File: src/rtl/q_meas_scheduler.sv
// Round-robin charge-measurement sequencer: walks the enabled channels, pulses one
// meas_start at a time, captures each result or times it out, and hands it off over a valid/ready port.
module q_meas_scheduler #(
    parameter int N_CH      = 4,
    parameter int WIDTH     = 10,
    parameter int TMO_WIDTH = 8,
    parameter int SETTLE    = 2,
    localparam int CH_W     = (N_CH > 1) ? $clog2(N_CH) : 1
) (
    input  logic                    clk,
    input  logic                    rst_n,
    input  logic                    en,
    input  logic [N_CH-1:0]         ch_mask,
    output logic [N_CH-1:0]         meas_start,
    input  logic [N_CH-1:0]         meas_ready,
    input  logic [N_CH*WIDTH-1:0]   meas_q,
    output logic                    res_valid,
    input  logic                    res_ready,
    output logic [CH_W-1:0]         res_ch,
    output logic [WIDTH-1:0]        res_q,
    output logic                    res_timeout,
    output logic                    busy,
    output logic                    scan_done
);

    localparam int SET_W = (SETTLE > 1) ? $clog2(SETTLE) : 1;
    localparam logic [SET_W-1:0]     SETTLE_LAST = SET_W'(SETTLE - 32'sd1);
    // Last count value before the timeout fires, so MEASURE lasts 2**TMO_WIDTH-1 cycles.
    localparam logic [TMO_WIDTH-1:0] TMO_LAST    = ~TMO_WIDTH'(1'b1);

    typedef enum logic [2:0] {
        IDLE    = 3'd0,
        SELECT  = 3'd1,
        CLEAR   = 3'd2,
        MEASURE = 3'd3,
        CAPTURE = 3'd4,
        OUTPUT  = 3'd5
    } state_t;

    state_t                state_r;
    logic [CH_W-1:0]       idx_r;
    logic [N_CH-1:0]       scan_mask_r;
    logic [SET_W-1:0]      settle_r;
    logic [TMO_WIDTH-1:0]  tmo_r;

    logic [WIDTH-1:0]      q_arr_s [N_CH];
    logic [WIDTH-1:0]      q_sel_s;
    logic [CH_W-1:0]       first_idx_s;
    logic                  more_s;
    logic [N_CH-1:0]       start_oh_s;

    function automatic logic [CH_W-1:0] first_at_or_above(input logic [N_CH-1:0] mask,
                                                          input logic [CH_W-1:0] from);
        logic [CH_W-1:0] sel;
        sel = from;
        for (int i = N_CH - 1; i >= 0; i--) begin
            sel = (mask[i] && (i >= int'(from))) ? CH_W'(i) : sel;
        end
        return sel;
    endfunction

    function automatic logic any_above(input logic [N_CH-1:0] mask,
                                       input logic [CH_W-1:0] from);
        logic hit;
        hit = 1'b0;
        for (int i = 0; i < N_CH; i++) begin
            hit = hit | (mask[i] && (i > int'(from)));
        end
        return hit;
    endfunction

    for (genvar g = 0; g < N_CH; g++) begin : g_q_slice
        assign q_arr_s[g] = meas_q[g*WIDTH +: WIDTH];
    end

    // Channel selection helpers derived from the latched scan mask and current index.
    always_comb begin
        q_sel_s     = q_arr_s[idx_r];
        first_idx_s = first_at_or_above(scan_mask_r, idx_r);
        more_s      = any_above(scan_mask_r, idx_r);
        start_oh_s  = N_CH'(1'b1) << idx_r;
    end

    // Scan FSM with all outputs registered alongside the state.
    always_ff @(posedge clk or negedge rst_n) begin
        if (!rst_n) begin
            state_r     <= IDLE;
            idx_r       <= '0;
            scan_mask_r <= '0;
            settle_r    <= '0;
            tmo_r       <= '0;
            meas_start  <= '0;
            res_valid   <= 1'b0;
            res_ch      <= '0;
            res_q       <= '0;
            res_timeout <= 1'b0;
            busy        <= 1'b0;
            scan_done   <= 1'b0;
        end else begin
            scan_done <= 1'b0;
            case (state_r)
                IDLE: begin
                    if (en && (ch_mask != '0)) begin
                        scan_mask_r <= ch_mask;
                        idx_r       <= '0;
                        busy        <= 1'b1;
                        state_r     <= SELECT;
                    end else begin
                        busy <= 1'b0;
                    end
                end
                SELECT: begin
                    idx_r    <= first_idx_s;
                    settle_r <= '0;
                    state_r  <= CLEAR;
                end
                CLEAR: begin
                    if (settle_r == SETTLE_LAST) begin
                        meas_start <= start_oh_s;
                        tmo_r      <= '0;
                        state_r    <= MEASURE;
                    end else begin
                        settle_r <= settle_r + SET_W'(1'b1);
                    end
                end
                MEASURE: begin
                    tmo_r <= tmo_r + TMO_WIDTH'(1'b1);
                    // Ready wins over a timeout landing on the same cycle.
                    if (meas_ready[idx_r]) begin
                        state_r <= CAPTURE;
                    end else if (tmo_r == TMO_LAST) begin
                        meas_start  <= '0;
                        res_q       <= '0;
                        res_timeout <= 1'b1;
                        res_ch      <= idx_r;
                        res_valid   <= 1'b1;
                        state_r     <= OUTPUT;
                    end else begin
                        state_r <= MEASURE;
                    end
                end
                CAPTURE: begin
                    meas_start  <= '0;
                    res_q       <= q_sel_s;
                    res_timeout <= 1'b0;
                    res_ch      <= idx_r;
                    res_valid   <= 1'b1;
                    state_r     <= OUTPUT;
                end
                OUTPUT: begin
                    if (res_ready) begin
                        res_valid <= 1'b0;
                        if (more_s && en) begin
                            idx_r   <= idx_r + CH_W'(1'b1);
                            state_r <= SELECT;
                        end else if (more_s) begin
                            busy    <= 1'b0;
                            state_r <= IDLE;
                        end else begin
                            scan_done <= 1'b1;
                            if (en && (ch_mask != '0)) begin
                                scan_mask_r <= ch_mask;
                                idx_r       <= '0;
                                state_r     <= SELECT;
                            end else begin
                                busy    <= 1'b0;
                                state_r <= IDLE;
                            end
                        end
                    end else begin
                        state_r <= OUTPUT;
                    end
                end
                default: begin
                    meas_start <= '0;
                    res_valid  <= 1'b0;
                    busy       <= 1'b0;
                    state_r    <= IDLE;
                end
            endcase
        end
    end

endmodule

File: config.mk
export PLATFORM = sky130hd
export DESIGN_NAME = q_meas_scheduler
export DESIGN_NICKNAME = d
export VERILOG_FILES = /design/src/rtl/q_meas_scheduler.sv
export SDC_FILE = /design/constraint.sdc
export NUM_CORES = 1
export LEC_CHECK = 0
export CORE_AREA = 2 2 71 73
export DETAILED_ROUTE_END_ITERATION = 8
export DIE_AREA = 0 0 73 75
export PLACE_DENSITY = 0.84
export REMOVE_ABC_BUFFERS = 1
export SYNTH_ARGS = -nofsm -noshare
export SYNTH_HDL_FRONTEND = slang
export SYNTH_SLANG_ARGS = --single-unit
File: constraint.sdc
create_clock -name clk -period 4.15 [get_ports clk]
set_input_delay 0.83 -clock clk [delete_from_list [all_inputs] [get_ports clk]]
set_output_delay 0.83 -clock clk [all_outputs]
set_load 0.05 [all_outputs]
Word-level counts from Yosys, hierarchy flattened:

Cells that the tools add are included.

* eq/ne operators: 16
* add/subtract/negate cells: 3
* reduce and logical (&&, ||, !) cells: 26
* multiplexer cells: 57
* $lt $le $gt $ge: 8
* shift-type cells: 1
* bitwise operators: 6

Operator list (count)
* 10-bit 2-to-1 mux: 4
* 4-bit 2-to-1 mux: 7
* 10-bit binary-select mux with 2-bit select: 1
* 2-bit 2-to-1 mux: 10
* 10-bit one-hot mux with 2 select lines: 1
* 4-bit AND reduction: 5
* 3-bit one-hot mux with 6 select lines: 1
* 1-bit 2-to-1 mux: 17
* 8-bit one-hot mux with 2 select lines: 1
* 3-bit 2-to-1 mux: 5
* 2-bit inequality test, second input constant: 7
* 4-bit one-hot mux with 3 select lines: 1
* 8-bit by 1-bit adder with 8-bit output, second input constant: 1
* 8-bit == test, second input constant: 1
* 1-bit logical AND: 8
* 8-bit 2-to-1 mux: 1
* 4-bit one-hot mux with 2 select lines: 1
* 2-bit nonzero test: 4
* 3-bit by 2-bit == test with 1-bit output, second input constant: 2
* 3-bit == test, second input constant: 2
* 3-bit inequality test, second input constant: 2
* 2-bit one-hot mux with 3 select lines: 1
* 3-bit OR reduction: 2
* 5-bit inequality test, second input constant: 1
* 24 further kinds: 31

* register bits after elaboration: 38
* output and inout port bits: 20
* logic and storage cells: 129
* input port bits: 52

Logic depth before layout (Yosys ltp):

Gate-level depths: netlist of run 1.

* word-level depth: 8
* gate-level depth with buffers: 8
* gate-level depth less buffers: 7

Least setup slack after synthesis of run 1:

OpenSTA, ideal clock, no wires.

* path type: register to register
* from: register idx_r[0]
* to: register scan_mask_r[0]
* slack: 1.829 ns
* period minus slack after synthesis: 2.321 ns
* arrival time: 2.194 ns
* cell stages (with the launch flop): 8
* path buffers: 1
* path through: dfrtp_1 > buf_2 > inv_1 > ha_1 > and2_1 > o311ai_2 > nand4b_1 > mux2_1

* longest elaborated chain between the ends: 7
* elaborated cells on any way between the ends: 12
* classes of those cells: 3 x order compare; 2 x eq/ne; 2 x bitwise; 5 x reduce/logical

RTL lines
* from (decl): RTL line 41 `logic [CH_W-1:0] idx_r;`
* from (signal assigned): RTL line 113 `idx_r <= first_idx_s;`
* from (signal assigned): RTL line 154 `idx_r <= idx_r + CH_W'(1'b1);`
* 1-bit by 2-bit greater-than comparator with 1-bit output or 2-bit greater-than comparator (tied branches): RTL line 67 `hit = hit | (mask[i] && (i > int'(from)));`
* 1-bit logical AND: RTL line 67
* 1-bit bitwise OR: RTL line 67
* 1-bit bitwise OR (*): RTL line 67
* 1-bit logical AND: RTL line 153 `if (more_s && en) begin`
* 2-bit inequality test (no line)
* 4-bit AND reduction (no line) (*)
* to (signal assigned): RTL line 104 `scan_mask_r <= ch_mask;`
* to (signal assigned): RTL line 162 `scan_mask_r <= ch_mask;`
* to (decl): RTL line 42 `logic [N_CH-1:0] scan_mask_r;`

Every way passes the cells marked *; elsewhere a longest branch is shown, timed or not.
A chain may end at the register's enable or synchronous reset.

Final worst setup path of run 1:

* from: register idx_r[0]
* to: register scan_mask_r[3]

Same word-level chain as after synthesis.

==> results of run 1 <==
state kept, by name, indices dropped and copies added, names as in the netlist:
| signal | count |
|---|---|
| res_q | 10 |
| tmo_r | 8 |
| meas_start | 4 |
| scan_mask_r | 4 |
| state_r | 3 |
| idx_r | 2 |
| res_ch | 2 |
| busy | 1 |
| res_timeout | 1 |
| res_valid | 1 |
| scan_done | 1 |
| settle_r | 1 |
worst max-delay path by stage:
| stage | slack [ns] | startpoint | endpoint |
|---|---|---|---|
| floorplan | 1.76 | idx_r[0] | scan_mask_r[0] |
| global route | 1.19 | idx_r[0] | scan_mask_r[3] |
| CTS | 1.37 | idx_r[0] | scan_mask_r[3] |
| finish | 1.41 | idx_r[0] | scan_mask_r[3] |
| global placement | 1.49 | idx_r[0] | scan_mask_r[3] |
| detailed placement | 1.37 | idx_r[0] | scan_mask_r[3] |
cell usage after synthesis, types with 3 or more instances:
cell,count
o211ai_1,3
nand2_1,17
a21o_1,3
nor3b_1,3
nand3_1,12
clkbuf_1,5
a22o_1,11
nor2b_1,5
o22ai_1,5
buf_2,3
mux4_2,9
mux2_1,4
and3_1,4
o21ai_0,10
nor2_1,13
nor3_1,3
and2_1,3
ha_1,6
a21oi_1,9
o21ai_1,8
dfrtp_1,38
inv_1,10
cells by family after synthesis:
logic type	Yosys count	synth area share
xor gates and xnor gates	2	0.00772
and+or+nand+nor	67	0.150
AOI/OAI and AO/OA	68	0.212
muxes	16	0.137
adders and majority gates	6	0.0331
buffers and inverters	20	0.0414
DFF	38	0.419
metal layers:
metal  routed length (microns)  vias to the layer above  GRT usage
li1                          -                      968          -
met1                      2550                      980      0.295
met2                      3110                       62      0.377
met3                       256                       12     0.0522
met4                       121                        0      0.107
met5                         0                        -          0
power by group through the flow:
stage	Combinational (mW)	Clock, mW	Sequential, mW
final	1.24	0.263	0.758
after global routing	1.34	0.290	0.788
after CTS	1.25	0.275	0.755
after detailed placement	1.24	0	0.762
after global placement	1.22	0	0.753
after floorplan	0.585	0	0.999
final cells by class:
cell class              instances  share of cell area
clock buffers                   6              0.0267
clock inverters                 2             0.00405
inverters                      10              0.0122
multi-input cells             159               0.396
flip-flops and latches         38               0.308
well taps                      54              0.0219
repair buffers                 72               0.231
layout by cell type, fill, tap and decap left out, types with 2 or more instances in the layout:
cell type        count
o21ai_1              8
nor3_1               3
nor3b_1              3
o31ai_1              2
clkdlybuf4s50_1     70
nor2b_1              5
o41ai_1              2
nand2_1             17
o21ai_0             10
o22ai_1              5
a2bb2oi_1            2
o21a_1               2
nand4_1              2
a21o_1               3
inv_1               10
mux4_1               2
dfrtp_1             38
ha_1                 6
and2_1               3
clkbuf_8             6
a21oi_1              9
o211ai_1             3
mux4_2               9
and3_1               4
mux2_1               4
a22o_1              11
nand3_1             12
nor2_1              13
through the flow:
step / std cells / power [mW] / util / cell area, sq um
2_1_floorplan: 207 / 1.58 / - / 2210
3_3_place_gp: 333 / 1.97 / 0.642 / 2990
3_5_place_dp: 333 / 2.00 / 0.642 / 2990
4_1_cts: 341 / 2.27 / 0.663 / 3090
5_1_grt: 341 / 2.42 / 0.663 / 3090
6_report: 341 / 2.26 / 0.663 / 3090
worst max-delay path, delay by kind of cell (launching register included):
kind	cells	cell delay (ns)
AO/OA/AOI/OAI	1	0.40
adder cells (fa/ha/maj)	1	0.29
buffers and inverters	1	0.21
flip-flops	1	0.86
multiplexers	1	0.39
AND/OR/NAND/NOR	2	0.48
==> metrics, run 1 <==
Setup Crit Path Kind register to register; Post-synth ARST share 1.00; post-DR wirelength/cell 17.7 microns; worst-margin pin slew 0.860 ns; Remaining Overflow, GRT 0; endpoint class of the critical path register; antenna-violating nets left 0; antenna fix cells 0; number of synthesized flops with an enable pin 0; Pwr Density 733 nW/um^2; Reg2Reg Depth 6; GR Util All Layers 0.232; max_slew headroom 0.427; top-area cell type share of the netlist area 0.419; Worst Path Arrival 2.91 ns; Switching Share 0.473; worst hold stages 2; hold path startpoint res_ch[0]; Initial Util 0.487; Die H 75 microns; worst-skew pair later-pin latency 0.29 ns; post-synthesis sequential area ratio 0.419; clk sink count 38; reg-to-reg startpoint idx_r[0]; Worst Clk Skew 0.00558 ns; final count of pins violating max slew 0; Max Freq 0.365 GHz; post-CTS sizing 0; Reg power frac 0.335; setup TNS 0 ns; logic gate share of total power 0.549; Synth cell types 48; clock tree buffer depth 2; VDD IR max 406 uV; Register Area 951 sq um; Syn-to-layout area delta 36.1%; Core Footprint 4660 sq um; fillers 385; Num CTS Buffers 5; Synth warnings 0; Cells after Synth 217; GP Congestion 0.902; HPWL Detailed 4.50 mm; IO buf count 71; Die X-Extent 73 microns; CTS tree done; Hold EP res_ch[0]; via/cell ratio 5.93; Final WS setup 1.41 ns; Hold Path Class register to register; # IOs 72; CP peak stage delay 0.86 ns; Psw 1.07 mW; area of the die 5480 sq um; vias in the first global route 1960; via count 2022; FP Rows 25; global-route wire length before repair 9.54 mm; status finished clean; largest net degree at the start of global routing 39; CP cell instances inv_1, ha_1, and2_1, o311ai_2, nand4b_1, mux2_1; initial antenna violation count 0; Crit-path slowest cell dfrtp_1; minimum clock period 2.74 ns; top cells by area, synth dfrtp_1 42%, mux4_2 8.9%, a22o_1 4.2%; r2r endpoint scan_mask_r[3]; Place WS 1.37 ns; cell taking the most area after synthesis dfrtp_1; hold slack 0.486 ns; Yosys reg bits 38; # Post-CTS Setup Buffers 0; hold buffers post-CTS 0; setup repair after global routing missed its margin no; Final nets 344; CTS Root Cell clkbuf_8; Final Hold Vio Count 0; post-synthesis cell area 2270 sq um; CP max FO 15; Clk network pwr share 0.116; DRC Markers 0; drt pass-1 iters 4; footprint of the multi-input gates 1220 sq um; Pint 1.19 mW; share of post-route cells with drive strength above 1 0.0836; MaxCap Viol Count 0; Leak 1.25 nW; required time worst endpoint 4.32 ns; Starting DRT DRC Count 172; Top FF cell, synth dfrtp_1; Setup crit start kind register; H-tree depth 2; Routed WL 6.04 mm; Setup violations, final 0; Worst-path clk slew 0.07 ns; reg-to-reg slack, setup 1.41 ns; Avg Cell Area, Syn 10.5 sq um; crit share post-route 0.660
Power figures use the tool's default switching activity.
==> run 2, diff against run 1 <==
Settings changed: CORE_AREA 2 2 71 73 to 2 2 77 79, DIE_AREA 0 0 73 75 to 0 0 79 81, PLACE_DENSITY 0.84 to 0.76.
Clock period 4.15 ns to 2.4 ns, I/O delays scaled along.
==> run 2 against run 1 <==
Net effect:
- hold slack lost 0.19 ns
- sequential power grew 53%
- sequential cell count is the same
- register-to-register slack lost 1.1 ns
- cell area grew 2.9%
- first-iteration DRC count shrank 22%
- clock power grew 110%
- critical path type unchanged
- critical endpoint is now scan_mask_r[1]
==> metrics, run 2 (same netlist as run 1, synthesis figures left out) <==
status finished clean; Worst Setup SP idx_r[1]; setup TNS 0 ns (unchanged); clk sink count 38 (unchanged); Worst path depth 6 (unchanged); MaxCap Viol Count 0 (unchanged); final count of pins violating max slew 0 (unchanged); max_slew headroom 0.442 (+0.0153); DRC Markers 0 (unchanged); Remaining Overflow, GRT 0 (unchanged); CP cell instances inv_1, ha_1, and2_1, o311ai_2, nand4b_1, mux2_1; CP max FO 6 (-9); vias in the first global route 1935 (-1.3%); Post-DP Area 3060 sq um (+2.4%); Worst Path Buf+Inv 1 (unchanged); Setup crit start kind register; CP peak stage delay 0.43 ns (-0.43 ns); Crit-path slowest cell dfrtp_1; Setup Crit Path Kind register to register; minimum clock period 2.12 ns (-0.614 ns); Worst Path Arrival 2.29 ns (-0.62 ns); Routed WL 5.60 mm (-7.4%); Leak 1.29 nW (+3.2%); via count 2053 (+1.5%); clock tree buffer depth 2 (unchanged); Hold Path Class input pin to async pin; Layout Cell Area excl Fill 3180 sq um (+2.9%); largest net degree at the start of global routing 39 (unchanged); FP Rows 28 (+12%); worst-margin pin slew 0.837 ns (-0.0230 ns); setup repair after global routing missed its margin no; endpoint class of the critical path register; drt pass-1 iters 4 (unchanged); Die X-Extent 79 microns (+8.2%); CTS tree done; Starting DRT DRC Count 134 (-22%); post-DR wirelength/cell 15.3 microns (-14%); Num CTS Buffers 5 (unchanged); Final Hold Vio Count 0 (unchanged); GR Util All Layers 0.173 (-0.0582); hold buffers post-CTS 0 (unchanged); Final nets 350 (+1.7%); most common cell after layout, fill and taps aside clkdlybuf4s50_1; Max Freq 0.471 GHz (+29%); Reg2Reg Depth 6 (unchanged); post-CTS sizing 0 (unchanged); via/cell ratio 5.59 (-5.7%); H-tree depth 2 (unchanged); total power 4.07 mW (+80%); r2r endpoint scan_mask_r[1]; reg-to-reg startpoint idx_r[1]; Setup violations, final 0 (unchanged); required time worst endpoint 2.57 ns (-1.75 ns); Worst-path clk slew 0.07 ns (about the same); # Post-CTS Setup Buffers 0 (unchanged); IO buf count 71 (unchanged); Initial Util 0.400 (-0.0870); # IOs 72 (unchanged); Worst Clk Skew 0.00634 ns (+0.000762 ns); Final WS setup 0.276 ns (-1.14 ns); area of the die 6400 sq um (+17%); global-route wire length before repair 8.89 mm (-6.9%); worst-skew pair later-pin latency 0.28 ns (about the same); GP Congestion 0.824 (-8.7%); Syn-to-layout area delta 40.0%; Place WS 0.108 ns (-1.26 ns); Die H 81 microns (+8.0%); crit-path leading delay family simple AND/OR/NAND/NOR gates; max reg flops 10 (unchanged); most frequent cells in the layout 70 x clkdlybuf4s50_1, 38 x dfrtp_1, 17 x nand2_1; Pwr Density 1280 nW/um^2 (+75%); share of post-route cells with drive strength above 1 0.0993 (+0.0157); CTS Root Cell clkbuf_8; Core Footprint 5680 sq um (+22%); initial antenna violation count 0 (unchanged); antenna-violating nets left 0 (unchanged); crit share post-route 0.885 (+0.225); HPWL Detailed 4.29 mm (-4.7%); Critical Path End scan_mask_r[1]; Largest regs res_q x10, tmo_r x8; VDD IR max 764 uV (+88%); most flop-heavy register res_q; antenna fix cells 0 (unchanged); reg-to-reg slack, setup 0.28 ns (-1.14 ns)
==> run 2: changes by cell type in the layout (fill, tap and decap cells not counted) <==
cell / change
buf_4: +6
clkinvlp_4: -1
clkinv_2: -1
bufinv_16: +1
==> run 2: metrics by stage <==
| step | instances | utilization | hold slack, ns |
|---|---|---|---|
| floorplan | 207 | - | 0.184 |
| detailed placement | 360 | 0.540 | 0.484 |
| CTS | 367 | 0.560 | 0.320 |
| finish | 367 | 0.560 | 0.296 |
| global route | 367 | 0.560 | 0.364 |
| global placement | 360 | 0.540 | 0.471 |
==> run 2: worst min-delay path by stage <==
stage               startpoint   endpoint  slack, ns  cells after the start
global placement     res_ch[0]  res_ch[0]       0.47                      2
global route             rst_n   tmo_r[3]       0.36                      1
floorplan                rst_n       busy       0.18                      0
finish                   rst_n   tmo_r[3]       0.30                      1
CTS                      rst_n   tmo_r[3]       0.32                      1
detailed placement   res_ch[0]  res_ch[0]       0.48                      2
==> run 2: layout make-up <==
type                    instances  area (sq um)
clock inverters                 1          30.0
well taps                      75          93.8
fillers                       521          2500
repair buffers                 78           758
multi-input cells             159          1220
inverters                      10          37.5
flip-flops and latches         38           951
clock buffers                   6          82.6
==> run 2: worst register-to-register path, cell delays in order, from the launching register on <==
cell and delay [ns]:
dfrtp_1 0.43, inv_1 0.09, ha_1 0.23, and2_1 0.20, o311ai_2 0.39, nand4b_1 0.29, mux2_1 0.38
==> run 2: routing by layer <==
layer | global-route usage | up-vias | wire length [microns]
li1 | - | 975 | -
met1 | 0.224 | 1012 | 2430
met2 | 0.300 | 64 | 2810
met3 | 0.0389 | 2 | 341
met4 | 0.0362 | 0 | 17
met5 | 0 | - | 0
==> run 2: power by group <==
group          internal (mW)  switching [mW]
registers              0.902           0.261
clock network          0.333           0.219
logic                  0.987            1.37
